File: src/rtl/mult_row_sequencer.sv
// Row sequencer: issues one multiplier launch per output row.
// It tracks a signed running argmax and reports the best class.
module mult_row_sequencer #(
  parameter int NUM_ROWS       = 10,
  parameter int RESULT_W       = 16,
  parameter int TIMEOUT_CYCLES = 1023
) (
  input  logic                clk,
  input  logic                rst,
  input  logic                start,
  output logic                busy,
  output logic [3:0]          row_select,
  output logic                begin_mult,
  input  logic                done_row,
  input  logic [RESULT_W-1:0] row_result,
  output logic                done,
  output logic                error,
  output logic [3:0]          class_out,
  output logic [RESULT_W-1:0] max_value
);

  localparam int TW = $clog2(TIMEOUT_CYCLES + 1);
  localparam logic [3:0] LAST_ROW = 4'(NUM_ROWS - 1);
  localparam logic [TW-1:0] T_LAST = TW'(TIMEOUT_CYCLES - 1);
  localparam logic [RESULT_W-1:0] MOST_NEG =
    {1'b1, {(RESULT_W-1){1'b0}}};

  typedef enum logic [2:0] {
    S_IDLE,
    S_ISSUE,
    S_WAIT,
    S_CAPTURE,
    S_RELEASE,
    S_FINISH
  } state_t;

  state_t state, state_nx;

  logic [3:0]                 row_cnt;
  logic [3:0]                 best_idx;
  logic signed [RESULT_W-1:0] best_val;
  logic signed [RESULT_W-1:0] res_q;
  logic [TW-1:0]              tcnt;

  assign busy       = (state != S_IDLE);
  assign begin_mult = (state == S_ISSUE);
  assign done       = (state == S_FINISH);
  assign row_select = row_cnt;

  always_comb begin
    state_nx = state;
    error    = 1'b0;
    unique case (state)
      S_IDLE:    if (start) state_nx = S_ISSUE;
      S_ISSUE:   state_nx = S_WAIT;
      S_WAIT: begin
        if (done_row) begin
          state_nx = S_CAPTURE;
        end else if (tcnt == T_LAST) begin
          error    = 1'b1;
          state_nx = S_IDLE;
        end
      end
      S_CAPTURE: state_nx = S_RELEASE;
      // Level-style done_row must fall before the next row launches.
      S_RELEASE: begin
        if (!done_row)
          state_nx = (row_cnt == LAST_ROW) ? S_FINISH : S_ISSUE;
      end
      S_FINISH:  state_nx = S_IDLE;
      default:   state_nx = S_IDLE;
    endcase
  end

  always_ff @(posedge clk) begin
    if (rst) begin
      state     <= S_IDLE;
      row_cnt   <= '0;
      tcnt      <= '0;
      best_idx  <= '0;
      best_val  <= MOST_NEG;
      res_q     <= '0;
      class_out <= '0;
      max_value <= '0;
    end else begin
      state <= state_nx;
      unique case (state)
        S_IDLE: begin
          best_idx <= '0;
          best_val <= MOST_NEG;
          if (start) row_cnt <= '0;
        end
        S_ISSUE: tcnt <= '0;
        S_WAIT: begin
          tcnt <= tcnt + 1'b1;
          if (done_row) res_q <= row_result;
        end
        // Strict compare: ties keep the lower index.
        S_CAPTURE: begin
          if (res_q > best_val) begin
            best_idx <= row_cnt;
            best_val <= res_q;
          end
        end
        S_RELEASE: begin
          if (!done_row) begin
            if (row_cnt == LAST_ROW) begin
              class_out <= best_idx;
              max_value <= best_val;
            end else begin
              row_cnt <= row_cnt + 4'd1;
            end
          end
        end
        default: ;
      endcase
    end
  end

endmodule

File: config.mk
export PLATFORM = sky130hd
export DESIGN_NAME = mult_row_sequencer
export DESIGN_NICKNAME = d
export VERILOG_FILES = /design/src/rtl/mult_row_sequencer.sv
export SDC_FILE = /design/constraint.sdc
export NUM_CORES = 1
export LEC_CHECK = 0
export CAP_MARGIN = 20
export CORE_ASPECT_RATIO = 1.4
export CORE_MARGIN = 4
export CORE_UTILIZATION = 59
export CTS_CLUSTER_DIAMETER = 60
export DETAILED_ROUTE_END_ITERATION = 8
export MAX_ROUTING_LAYER = met4
export PLACE_DENSITY = 0.9
export SLEW_MARGIN = 30
export SYNTH_ARGS = -nofsm -noshare
export SYNTH_HDL_FRONTEND = slang
export SYNTH_SLANG_ARGS = --single-unit
File: constraint.sdc
create_clock -name clk -period 5 [get_ports clk]
set_input_delay 0.5 -clock clk [delete_from_list [all_inputs] [get_ports clk]]
set_output_delay 0.5 -clock clk [all_outputs]
set_load 0.1 [all_outputs]
==> results.md <==
* Arrival time worst endpoint at 2.74 ns
* Global-route wire length before repair at 12,500 um
* Starting DRT DRC Count at 220
* Drt first pass iters at 4
* Initial antenna violation count at 0
* Std cell rows at 33
* # setup viols final at 0
* Synth Instances at roughly 430
* Async S/R FF share, synth at 0
* Resized cells post-CTS at 0
* Final Power at approximately 1.4 mW
* Final Hold Fails at 0
* Post-DR wirelength/cell at 13.9 um
* Worst hold path depth at 2
* Leak at around 1.5 nW
* Critical path required time at 4.50 ns
* Worst-path clk slew at about 0.07 ns
* Dpl hpwl at 5320 um
* Status: completed
* Tmin final at about 3.2 ns
* Syn Nets at between 400 and 500
* H-tree depth at 3
* Mapped Avg Cell Area at ~8.3 um2
* Cell Count, Final, Fillers Out at approximately 530
* Final instance area at ~4200 um2
* TritonCTS Buffers at 9
* Hold slack at between 0.4 and 0.5 ns
* CTS tree: yes
* Final WS setup at ~1.8 ns
* IO Port Bufs at 47
* DRC at 0
* Critical path endpoint category: output port
* Inst Count DP at slightly above 500
* Measured slew at the worst slew-check pin at slightly below 1 ns
* Hold Buf Count CTS at 0
* Max Cap Violations at 0
* Largest net degree at the start of global routing at 58
* Tot GR Track Use at 0.219
* Final design utilization at 0.715
* Peak supply drop at around 300 uV
* DRT Wirelength at between 7000 and 8000 um
* Post-synthesis sequential area ratio at 0.412
* Congestion Overflow GR at 0
* Vias in the first global route at 2,846
* Worst min path class: reg -> reg
* Layout Nets at between 400 and 500
* Worst setup SP type: flop
* Kind of critical path: reg -> out
* Most frequently used flop master after synthesis: dfxtp_1
* Core Footprint at approximately 6000 um2
* Diode count at 0
* Slew Viols, Final at 0
* Cell area after placement at 3980 um2
* DR vias at roughly 3,000
* Pwr per Cell Area at approximately 340 nW/um2
* Gpl congestion at around 0.9
* Setup slack at placement at between 2 and 2.5 ns
* Worst-path fanout max at 5
* Synth Cell Area at about 3500 um2
* Top Ports at 48
* DIE AREA at between 7000 and 8000 um2
* Peak Freq at 0.309 GHz
* Root Driver: clkbuf_8
* Final period util at 0.648
* Clk Latency, worst-skew pair at 0.35 ns
* Num Clock Sinks at 73
* Via/cell ratio at approximately 5.7
* Number of synthesized register bits at 73
* Die width at 73.5 um
* # Post-CTS Setup Buffers at 0
* Yosys warns at 0
* Area grow syn2layout at 18.2%
* RSZ-0062 raised after global routing: no
* Worst slew margin at 0.345
* Setup TNS Final at 0 ns
* DRT antenna net count at 0
* Post-synth EDFFs at 0
* DIE HEIGHT at approximately 100 um
* Initial core utilization at 0.605
* Worst reg-to-reg path cell count at 6
* Yosys cell types at 48
* CTS max path bufs at 2
* Layout cell share with drive strength beyond 1 at 0.0905
* Setup Skew at 0.00853 ns
worst max-delay path: stages, from the launching register on:
cell	delay, ns
dfxtp_1	0.35
inv_1	0.09
ha_1	0.14
nand4_1	0.08
or3_1	0.33
nor3_1	0.22
clkdlybuf4s50_1	1.17
synth_stat cells (2+ instances only):
library cell,count,share of area
dfxtp_1,73,0.41
nor2_1,56,0.059
a21oi_1,46,0.065
nand2_1,45,0.048
nand3_1,24,0.034
inv_1,23,0.024
ha_1,20,0.071
clkbuf_1,17,0.018
nor3b_1,17,0.036
o31ai_2,14,0.049
nor3_1,11,0.016
mux2i_1,8,0.023
buf_2,7,0.0099
nand2b_1,6,0.011
o21ai_1,6,0.0085
nand4_1,5,0.0088
a211oi_1,4,0.0085
nor2b_1,4,0.0071
o21ai_0,4,0.0056
buf_6,3,0.0095
a31oi_1,2,0.0035
nand3b_1,2,0.0042
nor4_1,2,0.0035
or3_1,2,0.0035
xor2_1,2,0.0049
per-layer routing:
metal	vias to the layer above	share of wire	routed length, um	GRT usage
met1	1431	0.44	3270	0.271
met2	78	0.49	3640	0.339
li1	1533	-	-	-
met3	13	0.044	327	0.0536
met4	0	0.022	161	0.0921
met5	-	0	0	-
layout make-up:
type | instances | area, um2
Clock buffer | 10 | 128
Clock inverter | 6 | 82.6
Fill cell | 444 | 1670
Inverter | 23 | 86.3
Multi-Input combinational cell | 302 | 1860
Sequential cell | 73 | 1460
Tap cell | 70 | 87.6
Timing Repair Buffer | 50 | 488
report_power, final:
group / switching, mW / internal (mW)
registers: 0.0243 / 0.599
logic: 0.232 / 0.0932
clock network: 0.207 / 0.278
total: 0.463 / 0.971
sequential cells by signal, indices dropped and copies added, names as in the netlist:
register,flops
row_select,4
max_value,16
state,3
res_q,16
tcnt,10
best_idx,4
class_out,4
best_val,16
final timing paths:
check	slack [ns]	start	end
min reg2reg	0.46	res_q[0]	res_q[0]
min	0.46	res_q[0]	res_q[0]
max reg2reg	2.28	state[1]	best_val[15]
max	1.76	tcnt[0]	error
cell usage in the layout, fill, tap and decap left out, drive strengths merged, types with 6 or more instances in the layout:
cell type | synthesis | layout
nor3 | 12 | 12
nand2 | 45 | 45
nand4 | 6 | 6
o31ai | 14 | 14
mux2i | 8 | 8
nor3b | 18 | 18
nand2b | 6 | 6
inv | 23 | 23
clkbuf | 17 | 10
dfxtp | 73 | 73
a21oi | 46 | 46
clkdlybuf4s50 | 0 | 46
nor2 | 57 | 57
ha | 20 | 20
nand3 | 24 | 24
o21ai | 10 | 10
logic make-up (layout without fill, tap and decap cells):
logic type                 count (synthesis)  count (layout)  share of synthesized area
and+or+nand+nor                          186             186                      0.260
AOI/OAI and AO/OA                         85              85                      0.163
DFF                                       73              73                      0.412
buffers and inverters                     51              89                     0.0639
adders and majority gates                 20              20                     0.0706
muxes                                      9               9                     0.0258
xor gates and xnor gates                   2               2                    0.00494
Power figures use the tool's default switching activity.
